==> src/rtl/alu_pkg.sv <==
// Shared definitions for the arbitrated ALU.
//   ALU_*    : 4-bit ALU control codes understood by alu_core
//   state_t  : arbiter FSM states (IDLE, EXEC, RESP)
package alu_pkg;

  localparam logic [3:0] ALU_AND = 4'b0000;
  localparam logic [3:0] ALU_OR  = 4'b0001;
  localparam logic [3:0] ALU_ADD = 4'b0010;
  localparam logic [3:0] ALU_SUB = 4'b0110;

  typedef enum logic [1:0] {
    IDLE = 2'd0,
    EXEC = 2'd1,
    RESP = 2'd2
  } state_t;

endpackage

==> src/rtl/alu_core.sv <==
// Purely combinational N-bit ALU.
//   a, b : operands
//   ctrl : operation code (AND, OR, ADD, SUB; any other code yields 0)
//   y    : result, carry/borrow dropped
module alu_core
  import alu_pkg::*;
#(
  parameter int N = 64
) (
  input  logic [N-1:0] a,
  input  logic [N-1:0] b,
  input  logic [3:0]   ctrl,
  output logic [N-1:0] y
);

  always_comb begin
    y = '0;
    case (ctrl)
      ALU_AND: y = a & b;
      ALU_OR:  y = a | b;
      ALU_ADD: y = a + b;
      ALU_SUB: y = a - b;
      default: y = '0;
    endcase
  end

endmodule

==> src/rtl/alu_arbiter.sv <==
// Two-port round-robin front end for one shared ALU, one operation in flight.
//   clk, rst                      : clock, asynchronous active-high reset
//   req{0,1}_valid/ready          : request handshake per port
//   req{0,1}_a/b/ctrl             : operands and ALU control per port
//   rsp{0,1}_valid/ready/data     : response handshake and result per port
// Flow: IDLE (grant + latch) -> EXEC (register ALU result) -> RESP (hold until
// the owner takes it). Response appears two cycles after the request handshake.
module alu_arbiter
  import alu_pkg::*;
#(
  parameter int N = 64
) (
  input  logic         clk,
  input  logic         rst,
  input  logic         req0_valid,
  output logic         req0_ready,
  input  logic [N-1:0] req0_a,
  input  logic [N-1:0] req0_b,
  input  logic [3:0]   req0_ctrl,
  input  logic         req1_valid,
  output logic         req1_ready,
  input  logic [N-1:0] req1_a,
  input  logic [N-1:0] req1_b,
  input  logic [3:0]   req1_ctrl,
  output logic         rsp0_valid,
  input  logic         rsp0_ready,
  output logic [N-1:0] rsp0_data,
  output logic         rsp1_valid,
  input  logic         rsp1_ready,
  output logic [N-1:0] rsp1_data
);

  state_t       state;
  logic         last_grant;
  logic         owner;
  logic [N-1:0] a_reg;
  logic [N-1:0] b_reg;
  logic [3:0]   ctrl_reg;
  logic [N-1:0] result;
  logic [N-1:0] alu_y;
  logic         grant0;
  logic         grant1;

  alu_core #(.N(N)) u_alu (
    .a    (a_reg),
    .b    (b_reg),
    .ctrl (ctrl_reg),
    .y    (alu_y)
  );

  // Grants depend only on state, last_grant and request valids, so there is
  // no path from rsp*_ready. Under contention the port that did not win last
  // time is chosen. Ready is held low while reset is asserted.
  always_comb begin
    grant0 = 1'b0;
    grant1 = 1'b0;
    if (state == IDLE && !rst) begin
      if (req0_valid && (!req1_valid || last_grant))
        grant0 = 1'b1;
      else if (req1_valid)
        grant1 = 1'b1;
    end
  end

  assign req0_ready = grant0;
  assign req1_ready = grant1;

  always_ff @(posedge clk or posedge rst) begin
    if (rst) begin
      state      <= IDLE;
      last_grant <= 1'b1;
      owner      <= 1'b0;
      a_reg      <= '0;
      b_reg      <= '0;
      ctrl_reg   <= '0;
      result     <= '0;
    end else begin
      case (state)
        IDLE: begin
          // grant0/grant1 already include valid, so a grant is a handshake
          if (grant0 || grant1) begin
            owner      <= grant1;
            last_grant <= grant1;
            a_reg      <= grant1 ? req1_a    : req0_a;
            b_reg      <= grant1 ? req1_b    : req0_b;
            ctrl_reg   <= grant1 ? req1_ctrl : req0_ctrl;
            state      <= EXEC;
          end
        end
        EXEC: begin
          result <= alu_y;
          state  <= RESP;
        end
        RESP: begin
          if (owner ? rsp1_ready : rsp0_ready)
            state <= IDLE;
        end
        default: state <= IDLE;
      endcase
    end
  end

  // Responses are decoded from registers only; the non-owner port reads 0.
  assign rsp0_valid = (state == RESP) && !owner;
  assign rsp1_valid = (state == RESP) && owner;
  assign rsp0_data  = rsp0_valid ? result : '0;
  assign rsp1_data  = rsp1_valid ? result : '0;

endmodule

==> config.mk <==
export PLATFORM = sky130hd
export DESIGN_NAME = alu_arbiter
export DESIGN_NICKNAME = d
export VERILOG_FILES = /design/src/rtl/alu_pkg.sv /design/src/rtl/alu_core.sv /design/src/rtl/alu_arbiter.sv
export SDC_FILE = /design/constraint.sdc
export NUM_CORES = 1
export LEC_CHECK = 0
export CORE_UTILIZATION = 50
export CTS_CLUSTER_DIAMETER = 40
export DETAILED_ROUTE_END_ITERATION = 10
export GPL_TIMING_DRIVEN = 0
export PLACE_DENSITY_LB_ADDON = 0.2
export SYNTH_ARGS = -nofsm -noshare
export SYNTH_HDL_FRONTEND = slang
export SYNTH_SLANG_ARGS = --single-unit
==> constraint.sdc <==
create_clock -name clk -period 7.47 [get_ports clk]
set_input_delay 0.747 -clock clk [delete_from_list [all_inputs] [get_ports clk]]
set_output_delay 0.747 -clock clk [all_outputs]
set_load 0.02 [all_outputs]
==> impl_results.md, run 1 <==
- Max Clk Rate: 0.157 GHz
- H-tree depth: 4
- Cell family with most CP delay: compound AO/OA/AOI/OAI gates
- Kind of critical path: reg -> reg
- GRT Total Usage: 37.5%
- Grt ovf: 0
- Fraction of layout cells with a size suffix above 1: 2.79%
- Switching Power: 5060 uW
- Top post-synthesis cells by area: dfrtp_1 (33%), nand2_1 (8.4%), a31oi_1 (6.1%)
- Pleak: slightly above 0.008 uW
- Largest net degree at the start of global routing: between 100 and 150
- Skew-Pair Late Insertion Delay: 0.46 ns
- IO Pins: 402
- Total length of routed wires: 58500 um
- First-pass GRT wire length: 89200 um
- Switch share: between 50% and 60%
- Area share of the largest cell type after synthesis: approximately a third
- CP Buf/Inv Count: 2
- Core ar.: 29700 um2
- DR vias: 16.4k
- Hold_ws: roughly 0.52 ns
- Die area: about 31000 um2
- Yosys top cell by area: dfrtp_1
- CTS Buffer Depth: 2
- Max Cap Violations: 0
- RSZ-0062 raised after global routing: false
- Post-CTS Repair Setup Buffers: 0
- DP Wirelength: 46000 um
- Combinational share of power: 66.8%
- Worst path slowest cell: a2111oi_0
- Total negative slack: 0 ns
- CP peak stage delay: 1.00 ns
- Worst-path clk slew: 0.08 ns
- TritonCTS clock tree: built
- Cell Area, Synth: 15200 um2
- Worst rel slew slack: between 10% and 20%
- Crit path arrival time: 6.68 ns
- Critical path launch point type: flip-flop
- Initial antenna violation count: 0
- Period utilisation layout: a little under nine tenths
- Post-CTS Resized: 0
- Mapped Avg Cell Area: slightly below 8 um2
- Final setup viols: 0
- I/O Buffers: about 400
- Synthesized instance count: 1933
- Rows: 63
- Starting density of the core: 51.0%
- Fin nets: 2691
- Avg Vias per Cell: between 5 and 6
- CTS Hold Bufs: 0
- Syn Nets: around 2.3k
- Clock root cell: clkbuf_16
- Main synth FF type: dfrtp_1
- Pint: about 4700 uW
- EDFF count, synth: 0
- WL/cell: 21.2 um
- Clock sink count: 200
- Final GP Congestion: 0.958
- Reg power frac: 23.4%
- Vias in the first global route: 15.8k
- Synth cell types: just under 80
- Synth Register Bits: 200
- Yosys warning count: 0
- Skew final: roughly 0.022 ns
- TritonCTS Buffers: 17
- Crit end category: flip-flop
- Crit path top cell by count: o21ai_0
- Max FO, Critical Path: 10
- Max Slew Vio Count: 0
- Area grow syn2layout: 33.7%
- Worst-margin pin slew: approximately 1.2 ns
- Post-route minimum period: 6.37 ns
- Hold WC Path Type: reg -> reg
- Die width: about 180 um
- Max IR drop VDD: about 0.25 mV
- Die Height: 176 um
- Final ANT Viol Nets: 0
- PwrDens: 482 nW/um2
- Power share of the clock group: around 9.7%
- Hold Violations, Final: 0
- Critical Path RT: 7.78 ns
- DR pass1 iterations: 6
- DR iter-0 viols: 1412
- Critical Path, Cell by Cell: clkbuf_1 > nor3b_1 > nand2_2 > clkbuf_1 > nand2_1 > o21ai_0 > fa_1 > nor2b_1 > o2111ai_1 > a21oi_1 > nor2_1 > a2111oi_0 > nor3_1 > o21ai_0 > a31oi_1 > o21ai_0 > xnor2_1 > o21ai_0
- Ys async rst share: 100%
- Status: finished, final reports clean
- DRC viols: 0
- Part of the Yosys area used for sequential elements: 33.0%
## through the flow
stage               instances  worst slack, ns  area [um2]  util, %  power, uW
floorplan                1933             1.27       15200        -       6640
global placement         2724            -1.18       19700     66.2       8520
detailed placement       2725             1.34       19700     66.3       8620
CTS                      2756             1.26       20300     68.2       9600
global route             2756            0.859       20300     68.2      10400
finish                   2757             1.10       20300     68.2       9770
## path summary, 6_finish.rpt
check                      cells past startpoint                    start                     end  slack, ns
max                                           18  ctrl_reg[0]$_DFFE_PP0P_  result[36]$_DFFE_PP0N_       1.10
min                                            2    result[1]$_DFFE_PP0N_   result[1]$_DFFE_PP0N_       0.52
max reg2reg                                   18  ctrl_reg[0]$_DFFE_PP0P_  result[36]$_DFFE_PP0N_       1.10
min reg2reg                                    2    result[1]$_DFFE_PP0N_   result[1]$_DFFE_PP0N_       0.52
max in group asynchronous                      3                      rst   b_reg[29]$_DFFE_PP0P_       5.66
min in group asynchronous                      2                      rst   b_reg[63]$_DFFE_PP0P_       0.77
## Yosys cell counts, types with 8 or more instances
cell type / n
a21o_1: 36
a21oi_1: 78
a221oi_1: 32
a22oi_1: 28
a31oi_1: 149
and2_1: 133
and3_1: 13
clkbuf_1: 121
dfrtp_1: 199
ha_1: 66
inv_1: 23
maj3_1: 61
nand2_1: 339
nand2b_1: 18
nand3_1: 26
nand4_1: 8
nor2_1: 233
nor2b_1: 12
nor3_1: 16
o21ai_0: 91
o31ai_1: 17
or3_1: 11
xnor2_1: 52
xor2_1: 67
## cells by family after synthesis
logic type / share of synthesized area (%)
simple gates: 25.5
compound gates: 20.7
flops: 33.0
buf+inv: 4.06
fa+ha+maj: 9.61
xor+xnor: 6.88
mux: 0.206
## placed cells by master, fill, tap and decap left out, types with 22 or more instances in the layout
cell and instances:
a21o_1 36, a21oi_1 78, a221oi_1 32, a22oi_1 28, a31oi_1 149, and2_1 133, clkbuf_1 121, clkdlybuf4s50_1 401
dfrtp_1 199, ha_1 66, inv_1 22, maj3_1 61, nand2_1 339, nand3_1 26, nor2_1 233, o21ai_0 91
xnor2_1 52, xor2_1 67
## tightest hold or removal path: cells and delay by family, from the launching register on
kind | cells | cell delay [ns]
compound gates | 1 | 0.06
simple gates | 1 | 0.05
flops | 1 | 0.37
## routing by layer
layer	GRT usage, %	routed length (um)	share of wire [%]	up-vias
met2	62.1	27400	47	794
li1	-	-	-	7621
met4	14.5	2160	3.7	0
met5	0	0	0	-
met3	8.07	5020	8.6	138
met1	47.7	23900	41	7888
## power groups by stage
stage / Sequential (uW) / Clock, uW / Combinational [uW]
6_report: 2290 / 952 / 6530
2_1_floorplan: 2000 / 0 / 4650
5_1_grt: 2350 / 989 / 7090
3_5_place_dp: 2280 / 0 / 6340
4_1_cts: 2270 / 947 / 6390
3_3_place_gp: 2260 / 0 / 6260
## area by class of cell
type,instances,area (um2)
Clock inverter,13,134
Buffer,130,526
Multi-Input combinational cell,1579,9540
Fill cell,2548,9450
Clock buffer,18,439
Inverter,24,97.6
Tap cell,390,488
Timing Repair Buffer,402,4040
Sequential cell,200,5010
Antenna cell,1,2.50
Note: power is estimated with default switching activity, not from simulation.
==> run 2: changes to the inputs <==
CAP_MARGIN = 10   (was default)
==> impl_results.md, run 2 (synthesis results as in run 1) <==
- Status: finished, final reports clean
- Hold_ws: 0.517 ns (-0.00401 ns)
- Initial antenna violation count: 0 (unchanged)
- Worst-path clk slew: 0.08 ns (about the same)
- Most common cell after layout, fill and taps aside: clkdlybuf4s50_1
- Post-CTS Repair Setup Buffers: 0 (unchanged)
- Die area: 31000 um2 (unchanged)
- Pleak: 0.00820 uW (+0.27%)
- DR vias: 16.4k (-0.067%)
- Max Clk Rate: 0.161 GHz (+2.3%)
- Vias in the first global route: 15.8k (unchanged)
- Rows: 63 (unchanged)
- Post-route minimum period: 6.23 ns (-0.144 ns)
- Max Cap Violations: 0 (unchanged)
- I/O Buffers: 401 (unchanged)
- Critical path launch point type: flip-flop
- First-pass GRT wire length: 89200 um (unchanged)
- Worst-margin pin slew: 1.19 ns (-0.0419 ns)
- WL/cell: 21.3 um (+0.38%)
- Fill cells: 2548 (unchanged)
- CP Buf/Inv Count: 2 (unchanged)
- Crit end category: flip-flop
- Period utilisation layout: 83.4% (-1.9 points)
- CTS Buffer Depth: 2 (unchanged)
- Die Height: 176 um (unchanged)
- Fin nets: 2692 (+0.037%)
- Skew-Pair Late Insertion Delay: 0.46 ns (about the same)
- PwrDens: 482 nW/um2 (about the same)
- Hold WC Path Type: reg -> reg
- Final setup viols: 0 (unchanged)
- Clock root cell: clkbuf_16
- Util after Layout: 68.3% (about the same)
- Critical Path RT: 7.81 ns (+0.03 ns)
- DR iter-0 viols: 1440 (+2.0%)
- Switching Power: 5070 uW (about the same)
- Most frequent cells in the layout: clkdlybuf4s50_1 (401), nand2_1 (339), nor2_1 (233)
- Max IR drop VDD: 0.255 mV (+1.0%)
- Reg power frac: 23.5% (about the same)
- Fraction of layout cells with a size suffix above 1: 2.79% (about the same)
- Avg Vias per Cell: 5.96 (-0.10%)
- Crit path arrival time: 6.57 ns (-0.11 ns)
- Final ANT Viol Nets: 0 (unchanged)
- Cell family with most CP delay: compound AO/OA/AOI/OAI gates
- Switch share: 51.8% (about the same)
- CP peak stage delay: 0.86 ns (-0.14 ns)
- Grt ovf: 0 (unchanged)
- Die width: 176 um (unchanged)
- Hold Violations, Final: 0 (unchanged)
- Clock sink count: 200 (unchanged)
- Area grow syn2layout: 33.8% (about the same)
- Largest net degree at the start of global routing: 129 (unchanged)
- TritonCTS Buffers: 17 (unchanged)
- Max Slew Vio Count: 0 (unchanged)
- TritonCTS clock tree: built
- GRT Total Usage: 37.5% (unchanged)
- Final GP Congestion: 0.958 (unchanged)
- Critical Path, Cell by Cell: clkbuf_1 > nor3b_1 > and2_1 > clkbuf_1 > a21oi_1 > xnor2_1 > ha_1 > a21o_1 > a211o_1 > o2111ai_1 > a21boi_0 > o2111ai_1 > nand4b_1 > a31oi_1 > o31ai_1 > a31oi_1 > xor2_1 > o21ai_0
- H-tree depth: 4 (unchanged)
- Pint: 4710 uW (about the same)
- IO Pins: 402 (unchanged)
- Max FO, Critical Path: 11 (+1)
- Worst rel slew slack: 20.2% (+2.8 points)
- Post-CTS Resized: 0 (unchanged)
- CTS Hold Bufs: 0 (unchanged)
- RSZ-0062 raised after global routing: false
- R2R Setup Slk: 1.24 ns (+0.14 ns)
- Skew final: 0.0197 ns (-0.00219 ns)
- Total length of routed wires: 58700 um (+0.41%)
- DP Wirelength: 46000 um (unchanged)
- DRC viols: 0 (unchanged)
- Core ar.: 29700 um2 (unchanged)
- Power share of the clock group: 9.7% (about the same)
- DR pass1 iterations: 6 (unchanged)
- Kind of critical path: reg -> reg
- Worst path slowest cell: clkbuf_1
- Combinational share of power: 66.7% (about the same)
- Starting density of the core: 51.0% (unchanged)
-- run 2: cell count changes in the layout (fill, tap and decap cells not counted), sizes merged --
cell,change
dlymetal6s2s,+1
-- run 2: worst paths after layout --
kind | start | to | cells past startpoint
min | result[1]$_DFFE_PP0N_ | result[1]$_DFFE_PP0N_ | 2
max in group asynchronous | rst | b_reg[29]$_DFFE_PP0P_ | 3
max reg2reg | ctrl_reg[0]$_DFFE_PP0P_ | result[61]$_DFFE_PP0N_ | 18
min in group asynchronous | rst | a_reg[63]$_DFFE_PP0P_ | 2
max | ctrl_reg[0]$_DFFE_PP0P_ | result[61]$_DFFE_PP0N_ | 18
min reg2reg | result[1]$_DFFE_PP0N_ | result[1]$_DFFE_PP0N_ | 2
-- run 2: per-layer routing --
layer | part of all wire [%] | track usage, % | vias to the layer above
met5 | 0 | 0 | -
met4 | 3.8 | 14.5 | 0
met3 | 8.6 | 8.07 | 136
met2 | 47 | 62.1 | 788
met1 | 41 | 47.7 | 7884
li1 | - | - | 7622
-- run 2: cell type report --
class | count | area, um2 | area share [%]
Antenna cell | 1 | 2.50 | 0.0123
Buffer | 130 | 526 | 2.59
Clock buffer | 18 | 439 | 2.17
Clock inverter | 13 | 134 | 0.660
Inverter | 24 | 97.6 | 0.481
Multi-Input combinational cell | 1579 | 9540 | 47.0
Sequential cell | 200 | 5010 | 24.7
Tap cell | 390 | 488 | 2.41
Timing Repair Buffer | 403 | 4050 | 20.0
-- run 2: power by group through the flow --
stage          combinational [uW]  sequential, uW  clock (uW)
2_1_floorplan                4650            2000           0
3_3_place_gp                 6260            2260           0
3_5_place_dp                 6340            2280           0
4_1_cts                      6390            2270         947
5_1_grt                      7090            2350         989
6_report                     6530            2300         952
-- run 2: worst min-delay path, delay by kind of cell, from the launching register on --
kind | cells | cell delay (ns)
AO/OA/AOI/OAI | 1 | 0.06
flip-flops | 1 | 0.37
AND/OR/NAND/NOR | 1 | 0.05
-- run 2: through the flow --
| stage | setup slack [ns] | std cells | power [uW] | instance area [um2] | setup TNS (ns) |
|---|---|---|---|---|---|
| floorplan | 1.27 | 1933 | 6640 | 15200 | 0 |
| global placement | -1.18 | 2724 | 8520 | 19700 | -233.10 |
| detailed placement | 1.34 | 2725 | 8620 | 19700 | 0 |
| CTS | 1.26 | 2756 | 9600 | 20300 | 0 |
| global route | 1.11 | 2757 | 10400 | 20300 | 0 |
| finish | 1.24 | 2758 | 9780 | 20300 | 0 |
==> run 3: changes to the inputs <==
clock period = 6.13 ns   (was 7.47 ns; I/O delays follow)
==> impl_results.md, run 3 (synthesis results as in run 1) <==
- Status: finished, final reports clean
- PwrDens: 588 nW/um2 (+22%)
- DR pass1 iterations: 8 (+2)
- Met1 WL: 24000 um (-0.15%)
- Starting density of the core: 51.0% (unchanged)
- Clock root cell: clkbuf_16
- Max FO, Critical Path: 10 (-1)
- Pre-CTS setup slack: -0.000441 ns (-1.34 ns)
- Pleak: 0.00819 uW (-0.20%)
- Crit path arrival time: 6.24 ns (-0.33 ns)
- Rows: 63 (unchanged)
- Post-Layout Cell Count: 2756 (-0.073%)
- Placed cell count: 2725 (unchanged)
- First-pass GRT wire length: 89200 um (about the same)
- Worst-path clk slew: 0.08 ns (about the same)
- Worst-margin pin slew: 1.24 ns (+0.0481 ns)
- Final GP Congestion: 0.958 (unchanged)
- Die area: 31000 um2 (unchanged)
- Hold WC Path Type: reg -> reg
- Skew final: 0.0237 ns (+0.00398 ns)
- Inserted Diodes: 0 (-1)
- TritonCTS Buffers: 17 (unchanged)
- Vias in the first global route: 15.8k (+0.051%)
- Die Height: 176 um (unchanged)
- Kind of critical path: reg -> reg
- Worst rel slew slack: 16.9% (-3.2 points)
- I/O Buffers: 401 (unchanged)
- Post-route minimum period: 5.90 ns (-0.328 ns)
- Final WS setup: 0.228 ns (-1.01 ns)
- Period utilisation layout: 96.3% (+13 points)
- Clock sink count: 200 (unchanged)
- Critical Path, Cell by Cell: clkbuf_1 > nor3b_2 > and2_1 > clkdlybuf4s15_1 > a21oi_1 > xnor2_1 > ha_1 > a21o_1 > a211o_1 > o2111ai_1 > a21boi_0 > o2111ai_1 > nand4b_1 > a31oi_1 > o31ai_1 > a31oi_1 > xor2_1 > o21ai_0
- Max Clk Rate: 0.169 GHz (+5.6%)
- Most common cell after layout, fill and taps aside: clkdlybuf4s50_1
- Fill cells: 2545 (-0.12%)
- Util after Layout: 68.3% (about the same)
- DRC viols: 0 (unchanged)
- Core ar.: 29700 um2 (unchanged)
- Crit end category: flip-flop
- Grt ovf: 0 (unchanged)
- Fraction of layout cells with a size suffix above 1: 2.87% (+0.086 points)
- Max IR drop VDD: 0.310 mV (+22%)
- Max Slew Vio Count: 0 (unchanged)
- Critical path launch point type: flip-flop
- DP Wirelength: 46000 um (unchanged)
- Fin nets: 2691 (-0.037%)
- Most frequent cells in the layout: clkdlybuf4s50_1 (401), nand2_1 (339), nor2_1 (233)
- Hold Violations, Final: 0 (unchanged)
- CTS Hold Bufs: 0 (unchanged)
- Max Cap Violations: 0 (unchanged)
- Total length of routed wires: 58500 um (-0.28%)
- Final setup viols: 0 (unchanged)
- Metal3 WL: 4900 um (-2.9%)
- WL/cell: 21.2 um (-0.21%)
- GRT Total Usage: 37.5% (about the same)
- Critical Path RT: 6.47 ns (-1.34 ns)
- DR iter-0 viols: 1378 (-4.3%)
- CTS Buffer Depth: 2 (unchanged)
- Uppermost layer routed: met5
- Die width: 176 um (unchanged)
- FF+latch area: 5010 um2 (unchanged)
- Detail Route met2 WL: 27300 um (-0.36%)
- DR vias: 16.5k (+0.32%)
- IO Pins: 402 (unchanged)
- Area grow syn2layout: 33.8% (about the same)
- Initial antenna violation count: 1 (+1)
- Final ANT Viol Nets: 0 (unchanged)
- Skew-Pair Late Insertion Delay: 0.47 ns (about the same)
- RSZ-0062 raised after global routing: false
- Avg Vias per Cell: 5.98 (+0.40%)
- TritonCTS clock tree: built
- H-tree depth: 4 (unchanged)
- CP peak stage delay: 0.81 ns (-0.05 ns)
- Largest net degree at the start of global routing: 129 (unchanged)
- Worst path slowest cell: clkdlybuf4s15_1
- Area of the multi-input gates: 9550 um2 (+0.13%)
==> run 3: path summary, 6_finish.rpt <==
| path | start | endpoint | slack [ns] | cells after the start |
|---|---|---|---|---|
| hold / removal | result[1]$_DFFE_PP0N_ | result[1]$_DFFE_PP0N_ | 0.52 | 2 |
| min in group asynchronous | rst | b_reg[63]$_DFFE_PP0P_ | 0.63 | 2 |
| setup / recovery | ctrl_reg[0]$_DFFE_PP0P_ | result[61]$_DFFE_PP0N_ | 0.23 | 18 |
| max in group asynchronous | rst | b_reg[29]$_DFFE_PP0P_ | 4.43 | 3 |
| setup reg to reg | ctrl_reg[0]$_DFFE_PP0P_ | result[61]$_DFFE_PP0N_ | 0.23 | 18 |
| hold reg to reg | result[1]$_DFFE_PP0N_ | result[1]$_DFFE_PP0N_ | 0.52 | 2 |
==> run 3: through the flow <==
step	total power [uW]	area [um2]	setup TNS (ns)	hold slack (ns)
2_1_floorplan	8100	15200	0	0.454
3_3_place_gp	10400	19700	-473.34	0.493
3_5_place_dp	10500	19700	-0.000441	0.496
4_1_cts	11700	20300	0	0.514
5_1_grt	12700	20300	0	0.560
6_report	11900	20300	0	0.520
==> run 3: critical path, delay by kind of cell (launching register included) <==
kind	cells	cell delay (ns)
AOI/OAI and AO/OA	10	2.64
buffers and inverters	2	1.00
and+or+nand+nor	3	0.99
xor gates and xnor gates	2	0.42
DFF	1	0.37
adders and majority gates	1	0.34
==> run 3: power breakdown <==
part           internal (uW)  switching, uW
clock                    551            612
combinational           3250           4720
sequential              1950            847
==> run 3: final cells by class <==
class | instances | area share (%)
plain buffers | 130 | 2.62
flip-flops and latches | 200 | 24.7
well taps | 390 | 2.41
repair buffers | 402 | 19.9
inverters | 24 | 0.481
multi-input cells | 1579 | 47.1
clock inverters | 13 | 0.660
clock buffers | 18 | 2.16
==> run 3: what timing repair did <==
action,CTS,global route
buffers inserted,0,0
endpoints found under the setup margin,1,8
gates resized for setup,1,4
==> run 3: per-layer routing <==
layer	vias to the layer above	GRT usage, %
met1	7914	47.7
met2	808	62.2
met4	2	14.5
met5	-	0
li1	7617	-
met3	142	8.07
